File: src/rtl/slave_ram_pkg.sv
// Shared definitions for the slave storage RAM controller.
// Latency: n/a (types, constants and a constant function only).
// Backpressure: n/a.
package slave_ram_pkg;

  // Clear sequencer states: CLEAR fills the array after reset, IDLE serves users.
  typedef enum logic {
    CLEAR = 1'b0,
    IDLE  = 1'b1
  } clr_state_t;

  // Supported read latencies.
  localparam int RD_LAT_MIN = 1;
  localparam int RD_LAT_MAX = 2;

  // Number of byte lanes in a data word.
  function automatic int lane_cnt(input int data_w);
    return data_w / 8;
  endfunction

endpackage

File: src/rtl/slave_ram_core.sv
// Raw byte-enabled storage array: one write port, one registered read port.
// Latency: read data valid one cycle after rd_en; read returns pre-write data.
// Backpressure: none; every enabled access is performed in its cycle.
//
// Ports: clk/rst (rst clears only the read register), wr_en/wr_be/wr_addr/
// wr_data write port, rd_en/rd_addr read request, rd_data registered result
// that holds between reads.
module slave_ram_core
  import slave_ram_pkg::*;
#(
  parameter int DATA_W = 16,
  parameter int ADDR_W = 8,
  parameter int DEPTH  = 256
) (
  input  logic                          clk,
  input  logic                          rst,
  input  logic                          wr_en,
  input  logic [lane_cnt(DATA_W)-1:0]   wr_be,
  input  logic [ADDR_W-1:0]             wr_addr,
  input  logic [DATA_W-1:0]             wr_data,
  input  logic                          rd_en,
  input  logic [ADDR_W-1:0]             rd_addr,
  output logic [DATA_W-1:0]             rd_data
);

  localparam int NB = lane_cnt(DATA_W);

  logic [DATA_W-1:0] mem [DEPTH];

  // Contents are deliberately not reset; the controller's clear sequencer fills them.
  always_ff @(posedge clk) begin
    if (wr_en) begin
      for (int i = 0; i < NB; i++) begin
        if (wr_be[i]) begin
          mem[wr_addr][8*i +: 8] <= wr_data[8*i +: 8];
        end
      end
    end
  end

  always_ff @(posedge clk) begin
    if (rst) begin
      rd_data <= '0;
    end else if (rd_en) begin
      rd_data <= mem[rd_addr];
    end
  end

endmodule

File: src/rtl/slave_ram_ctrl.sv
// Storage RAM controller: post-reset clear, byte writes, range check, RDW policy.
// Latency: read result RD_LAT (1 or 2) cycles after request; clear takes DEPTH cycles.
// Backpressure: none; requests while busy, or out of range, are dropped (the latter flagged).
//
// Ports: clk, rst (sync active-high); we/be/write_addr/data_in write port;
// re/read_addr read request; data_out (held between reads) with rd_valid strobe;
// busy while clearing; addr_err pulse on out-of-range access; clr_done pulse at
// end of clear.
module slave_ram_ctrl
  import slave_ram_pkg::*;
#(
  parameter int                DATA_W    = 16,
  parameter int                ADDR_W    = 8,
  parameter int                DEPTH     = 256,
  parameter int                RD_LAT    = 1,
  parameter int                RDW_NEW   = 0,
  parameter logic [DATA_W-1:0] CLEAR_VAL = '0
) (
  input  logic                          clk,
  input  logic                          rst,
  input  logic                          we,
  input  logic [lane_cnt(DATA_W)-1:0]   be,
  input  logic [ADDR_W-1:0]             write_addr,
  input  logic [DATA_W-1:0]             data_in,
  input  logic                          re,
  input  logic [ADDR_W-1:0]             read_addr,
  output logic [DATA_W-1:0]             data_out,
  output logic                          rd_valid,
  output logic                          busy,
  output logic                          addr_err,
  output logic                          clr_done
);

  localparam int NB    = lane_cnt(DATA_W);
  // One extra bit so DEPTH == 2**ADDR_W is representable without wrap.
  localparam int PTR_W = ADDR_W + 1;
  localparam logic [PTR_W-1:0] DEPTH_P = PTR_W'(DEPTH);
  localparam logic [PTR_W-1:0] LAST_P  = PTR_W'(DEPTH - 1);

  if (DATA_W % 8 != 0 || RD_LAT < RD_LAT_MIN || RD_LAT > RD_LAT_MAX ||
      DEPTH < 1 || DEPTH > 2**ADDR_W) begin : g_bad_param
    $error("slave_ram_ctrl: illegal parameter combination");
  end

  // ---------------- clear sequencer ----------------
  clr_state_t       state_q, state_d;
  logic [PTR_W-1:0] ptr_q, ptr_d;
  logic             clr_done_d;
  logic             clr_we;

  always_ff @(posedge clk) begin
    if (rst) begin
      state_q  <= CLEAR;
      ptr_q    <= '0;
      clr_done <= 1'b0;
    end else begin
      state_q  <= state_d;
      ptr_q    <= ptr_d;
      clr_done <= clr_done_d;
    end
  end

  always_comb begin
    state_d    = state_q;
    ptr_d      = ptr_q;
    clr_done_d = 1'b0;
    clr_we     = 1'b0;
    case (state_q)
      CLEAR: begin
        clr_we = !rst;
        ptr_d  = ptr_q + 1'b1;
        if (ptr_q == LAST_P) begin
          state_d    = IDLE;
          clr_done_d = 1'b1;
        end
      end
      IDLE: begin
        // Terminal until the next reset.
      end
      default: state_d = CLEAR;
    endcase
  end

  assign busy = (state_q == CLEAR);

  // ---------------- request qualification ----------------
  logic idle_ok, wr_in_rng, rd_in_rng;
  logic usr_wr, usr_rd, wr_err, rd_err;

  assign idle_ok   = (state_q == IDLE) && !rst;
  assign wr_in_rng = {1'b0, write_addr} < DEPTH_P;
  assign rd_in_rng = {1'b0, read_addr}  < DEPTH_P;
  assign usr_wr    = idle_ok && we && wr_in_rng;
  assign usr_rd    = idle_ok && re && rd_in_rng;
  assign wr_err    = idle_ok && we && !wr_in_rng;
  assign rd_err    = idle_ok && re && !rd_in_rng;

  // ---------------- storage array ----------------
  logic [DATA_W-1:0] core_q;

  slave_ram_core #(
    .DATA_W (DATA_W),
    .ADDR_W (ADDR_W),
    .DEPTH  (DEPTH)
  ) u_core (
    .clk     (clk),
    .rst     (rst),
    .wr_en   (clr_we || usr_wr),
    .wr_be   (busy ? {NB{1'b1}} : be),
    .wr_addr (busy ? ptr_q[ADDR_W-1:0] : write_addr),
    .wr_data (busy ? CLEAR_VAL : data_in),
    .rd_en   (usr_rd),
    .rd_addr (read_addr),
    .rd_data (core_q)
  );

  // ---------------- first pipeline stage + RDW bypass ----------------
  logic [DATA_W-1:0] be_mask;
  logic              s1_vld, s1_err, werr_q, byp_hit;
  logic [DATA_W-1:0] byp_mask, byp_dat, rd_word;

  always_comb begin
    be_mask = '0;
    for (int i = 0; i < NB; i++) begin
      be_mask[8*i +: 8] = {8{be[i]}};
    end
  end

  // Bypass state only moves with a valid read so it stays paired with core_q,
  // which is what lets data_out hold across idle and rejected slots.
  always_ff @(posedge clk) begin
    if (rst) begin
      s1_vld   <= 1'b0;
      s1_err   <= 1'b0;
      werr_q   <= 1'b0;
      byp_hit  <= 1'b0;
      byp_mask <= '0;
      byp_dat  <= '0;
    end else begin
      s1_vld <= usr_rd;
      s1_err <= rd_err;
      werr_q <= wr_err;
      if (usr_rd) begin
        byp_hit  <= (RDW_NEW != 0) && usr_wr && (write_addr == read_addr);
        byp_mask <= be_mask;
        byp_dat  <= data_in;
      end
    end
  end

  // The core reads old data; a same-address hit overlays the freshly written lanes.
  assign rd_word = byp_hit ? ((core_q & ~byp_mask) | (byp_dat & byp_mask)) : core_q;

  // ---------------- latency alignment ----------------
  logic rd_err_al;

  if (RD_LAT == 1) begin : g_lat1
    assign data_out  = rd_word;
    assign rd_valid  = s1_vld;
    assign rd_err_al = s1_err;
  end else begin : g_lat2
    logic              s2_vld, s2_err;
    logic [DATA_W-1:0] dout_q;

    always_ff @(posedge clk) begin
      if (rst) begin
        s2_vld <= 1'b0;
        s2_err <= 1'b0;
        dout_q <= '0;
      end else begin
        s2_vld <= s1_vld;
        s2_err <= s1_err;
        if (s1_vld) begin
          dout_q <= rd_word;
        end
      end
    end

    assign data_out  = dout_q;
    assign rd_valid  = s2_vld;
    assign rd_err_al = s2_err;
  end

  // Coinciding write and read errors merge into one pulse.
  assign addr_err = werr_q || rd_err_al;

endmodule

File: config.mk
export PLATFORM = sky130hd
export DESIGN_NAME = slave_ram_ctrl
export DESIGN_NICKNAME = d
export VERILOG_FILES = /design/src/rtl/slave_ram_pkg.sv /design/src/rtl/slave_ram_core.sv /design/src/rtl/slave_ram_ctrl.sv
export SDC_FILE = /design/constraint.sdc
export NUM_CORES = 2
export LEC_CHECK = 0
export ABC_AREA = 1
export CORE_MARGIN = 2
export CORE_UTILIZATION = 30
export DETAILED_ROUTE_END_ITERATION = 8
export PLACE_DENSITY = 0.55
export SKIP_CTS_REPAIR_TIMING = 1
export SYNTH_ARGS = -nofsm -noshare
export SYNTH_HDL_FRONTEND = slang
export SYNTH_SLANG_ARGS = --single-unit
File: constraint.sdc
create_clock -name clk -period 13.4 [get_ports clk]
set_input_delay 3.35 -clock clk [delete_from_list [all_inputs] [get_ports clk]]
set_output_delay 3.35 -clock clk [all_outputs]
set_load 0.02 [all_outputs]
Word level (Yosys, flattened, before mapping)

Memory sizes are Yosys's and may differ from the RTL's. A register that Yosys moved wholly into a read port is not among the register bits.
Index checks and enable logic that the tools add are counted.
Widths: inputs -> output; s select.

Register bits: 12
Bits in writable memories: 4096
Bits of input ports: 38
Output and inout bits: 20
Word-level logic and storage cells: 26
Memories: 1

Add/sub/neg operators: 1
Equality and inequality tests: 1
Multiplexer cells: 12
Bitwise logic cells: 1
Reduce and logical (&&, ||, !) cells: 6

Memories:

| name       | depth | width | read ports | clocked after memory_dff | write ports | RTL line             | text |
|---|---|---|---|---|---|---|---|
| u_core.mem | 256   | 16    | 1          | 1                        | 1           | slave_ram_core.sv:28 | `logic [DATA_W-1:0] mem [DEPTH];` |

Operators with widths:

| operator            | count |
|---|---|
| $mux 16             | 1 |
| $add 9x1->9 const B | 1 |
| $eq 9x8->1 const B  | 1 |
| $mux 1              | 9 |
| $mux 8              | 1 |
| $logic_and 1x1->1   | 3 |
| $mux 2              | 1 |
| $reduce_or 2->1     | 1 |
| $logic_not 1->1     | 1 |
| $logic_or 1x1->1    | 1 |
| $not 1->1           | 1 |

Logic depth before layout (Yosys ltp)

Depth after elaboration: 6
Gate-level depth with buffers: 17
Gate-level depth less buffers: 13

By module

A second synthesis with hierarchy kept.

Cells, all modules: 14158
Area total of the unflattened synthesis: 168539.1 um^2

Modules (own cells, without submodules):

| module         | instances | cells each | area each (um^2) | seq. area each (um^2) |
|---|---|---|---|---|
| slave_ram_core | 1         | 14026      | 167734.6         | 123318.3 |
| slave_ram_ctrl | 1         | 132        | 804.5            | 240.2 |

Worst setup path after synthesis

No wires, ideal clock.

Path type: input to register
Start point: in data_in[10]
End point: mem u_core.mem[0][10], data pin
Library setup time: 0.773 ns
Data arrival time: 6.158 ns
Required time: 12.627 ns
Slack: 6.468 ns
Cell stages on the path: 2
Buffers on the path: 0
Cells stage by stage: nand2_1 > inv_1

Cells in the longest elaborated chain, start to end: 1

RTL lines:

| what                   | RTL line              | text |
|---|---|---|
| start, declared        | slave_ram_ctrl.sv:24  | `input logic [DATA_W-1:0] data_in,` |
| $mux 16                | slave_ram_ctrl.sv:111 | `.wr_data (busy ? CLEAR_VAL : data_in),` |
| net u_core.wr_data[10] | slave_ram_core.sv:20  | `input logic [DATA_W-1:0] wr_data,` |
| end, declared          | slave_ram_core.sv:28  |  |

The timed path passes the listed nets, and every way through them passes these cells.

==> flow_metrics.env <==
export IMPL_synthFlopType="edfxtp_1"
export IMPL_final_common_cell="nand2_1"
export IMPL_p_clk_share_pct=43.8
export IMPL_rows=276
export IMPL_power_switching_uw=6210
export IMPL_cts_sinks=4124
export IMPL_grt_overflow_total=0
export IMPL_grt_pass1_vias=104000
export IMPL_cts_buffers=439
export IMPL_worst_hold_slack_ns=0.474
export IMPL_max_slew_margin_pct=-17.3
export IMPL_routed_wl_um=513000
export IMPL_fin_skew_ns=0.0746
export IMPL_postLayoutCellArea_um2=190000
export IMPL_rsz0062_at_grt="false"
export IMPL_clk_pin_slew_worst_paths_ns=0.06
export IMPL_yosysWarnings=0
export IMPL_end_kind="flip-flop"
export IMPL_ys_seq_area_share_pct=72.9
export IMPL_violations="max-slew violations"
export IMPL_viasPerCell=5.05
export IMPL_tns_ns=0
export IMPL_switching_share_pct=22.8
export IMPL_postPlaceCellArea_um2=176000
export IMPL_synth_seq_cells=4124
export IMPL_peakVddDrop_uv=115
export IMPL_wire_per_inst_um=23.3
export IMPL_htree_num_levels=5
export IMPL_p_seq_share_pct=51.2
export IMPL_ys_types=36
export IMPL_grt_usage_pct=17.2
export IMPL_drv_cap=0
export IMPL_antenna_found_initial=24
export IMPL_synth_cells=14500
export IMPL_drt_iter0_drc=13900
export IMPL_die_height_um=756
export IMPL_dpl_worst_slack_ns=4.82
export IMPL_worst_setup_path_type="in2reg"
export IMPL_period_share_pct=58.1
export IMPL_setup_viol=0
export IMPL_worstHoldPathType="reg2reg"
export IMPL_leakage_uw=0.0674
export IMPL_gp_congestion=0.839
export IMPL_boundaryPins=58
export IMPL_fillCellCount=55400
export IMPL_place_hpwl_um=291000
export IMPL_cts_buffer_depth=4
export IMPL_p_int_uw=21100
export IMPL_setup_ws_ns=5.61
export IMPL_layout_common_cells="nand2_1 (4784), edfxtp_1 (4096), nand3_1 (3906)"
export IMPL_crit_arrival_ns=8.72
export IMPL_fp_dieArea_um2=571000
export IMPL_fp_dieW_um=756
export IMPL_nets=14200
export IMPL_grt_pass1_wl_um=741000
export IMPL_synthArstFlopShare_pct=0
export IMPL_cts_root_buf="clkbuf_16"
export IMPL_drv_slew=115
export IMPL_cts_tree="yes"
export IMPL_avgSynthCellArea_um2=11.7
export IMPL_finish_utilization_pct=33.6
export IMPL_area_delta_synth_final_pct=11.9
export IMPL_drc=0
export IMPL_fmax_ghz=0.128
export IMPL_first_pass_iters=8
export IMPL_vias=111000
export IMPL_hold_violations=0
export IMPL_fin_crit_ns=7.79
export IMPL_port_buffers=56
export IMPL_power_density_nw_per_um2=144
export IMPL_start_kind="primary input"
export IMPL_critical_path_required_ns=14.33
export IMPL_status="finished, violations left"
export IMPL_synth_edf_count=4096
export IMPL_clock_latency_ns=1.02
export IMPL_grt_max_degree=187
export IMPL_crit_path_max_fanout=175
export IMPL_synthesis_nets=14500
export IMPL_ant_nets=0
export IMPL_netlist_area_um2=170000
export IMPL_coreArea_um2=564000
export IMPL_worst_pin_slew_ns=1.76
export IMPL_combinationalPowerShare_pct=5.0
export IMPL_start_util_pct=30.1
export IMPL_drive_gt1_share_pct=6.16
worst max-delay path, stage by stage:
cell and delay [ns]:
buf_16 0.20, clkinv_16 0.47, buf_4 0.83, buf_4 0.82, buf_4 0.67, nand2_1 0.13, nand3_1 0.10, nand3_1 0.15
nand3_1 0.17, nand3_1 0.09, nand2_1 0.10, nand2_1 0.15, nand2_1 0.20, nand2_1 0.17, nand3_1 0.30, nand3_1 0.14
nand2_1 0.09
sequential cells by signal (all words and copies together) (netlist names):
signal / count
u_core.rd_data: 16
ptr_q: 9
clr_done: 1
u_core.mem: 4096
rd_valid: 1
state_q: 1
metrics by stage:
| step | instances | total power [µW] |
|---|---|---|
| 2_1_floorplan | 14500 | 15100 |
| 3_3_place_gp | 21200 | 15600 |
| 3_5_place_dp | 21200 | 15600 |
| 4_1_cts | 22000 | 27400 |
| 5_1_grt | 22000 | 28000 |
| 6_report | 22000 | 27300 |
kinds of logic after synthesis:
group | Yosys count | synth area share, %
AO/OA/AOI/OAI | 18 | 0.0679
XOR/XNOR | 2 | 0.0103
adder cells (fa/ha/maj) | 2 | 0.0148
buffers and inverters | 1043 | 3.49
flip-flops | 4124 | 72.9
other | 1 | 0.00221
AND/OR/NAND/NOR | 9266 | 23.5
cell usage after synthesis (2+ instances only):
master,number,area [µm²]
a21oi_1,5,25.0
or2_1,4,25.0
nand2_1,4784,18000
nor3_1,4,20.0
buf_1,87,327
nor2_4,18,203
nand2_4,4,45.0
nand3_1,3906,19500
clkbuf_1,139,522
buf_2,555,2780
ha_1,2,25.0
o21ai_2,3,26.3
o21ai_1,2,10.0
inv_2,7,26.3
buf_4,98,736
a31oi_1,2,12.5
nand2_2,6,37.5
dfxtp_1,28,561
nor2_1,524,1970
nor2_2,14,87.6
edfxtp_1,4096,123000
o21ai_0,3,15.0
buf_6,120,1350
a21oi_2,2,17.5
inv_1,32,120
per-layer routing:
layer | vias to the layer above | routed length [µm] | GRT usage, %
met1 | 55400 | 221000 | 24.8
met2 | 4818 | 230000 | 26.4
met3 | 727 | 45900 | 3.27
met4 | 6 | 15400 | 5.04
met5 | - | 28 | 0
li1 | 50400 | - | -
path summary, 6_finish.rpt:
kind | cells after the start | slack [ns] | endpoint | from
max | 17 | 5.61 | u_core.rd_data[9] | read_addr[0]
max reg2reg | 8 | 8.70 | u_core.mem[191][12] | state_q
min | 2 | 0.47 | ptr_q[8] | ptr_q[8]
min reg2reg | 2 | 0.47 | ptr_q[8] | ptr_q[8]
cell type report:
class / instances / area (µm²) / area share (%)
inverter: 42 / 340 / 0.179
sequential: 4124 / 124000 / 65.2
clock inverter: 263 / 2400 / 1.27
timing repair buffer: 250 / 2210 / 1.17
antenna: 15 / 37.5 / 0.0198
multi-input combinational: 9289 / 40100 / 21.2
clock buffer: 555 / 11600 / 6.11
tap: 7506 / 9390 / 4.95
power groups by stage:
| stage | clock network (µW) | registers [µW] | logic (µW) |
|---|---|---|---|
| after global routing | 12600 | 14000 | 1470 |
| final | 11900 | 14000 | 1370 |
| after floorplan | 0 | 14200 | 889 |
| after global placement | 0 | 14200 | 1360 |
| after CTS | 12100 | 14000 | 1360 |
| after detailed placement | 0 | 14200 | 1360 |
(Power assumes the default switching activity.)
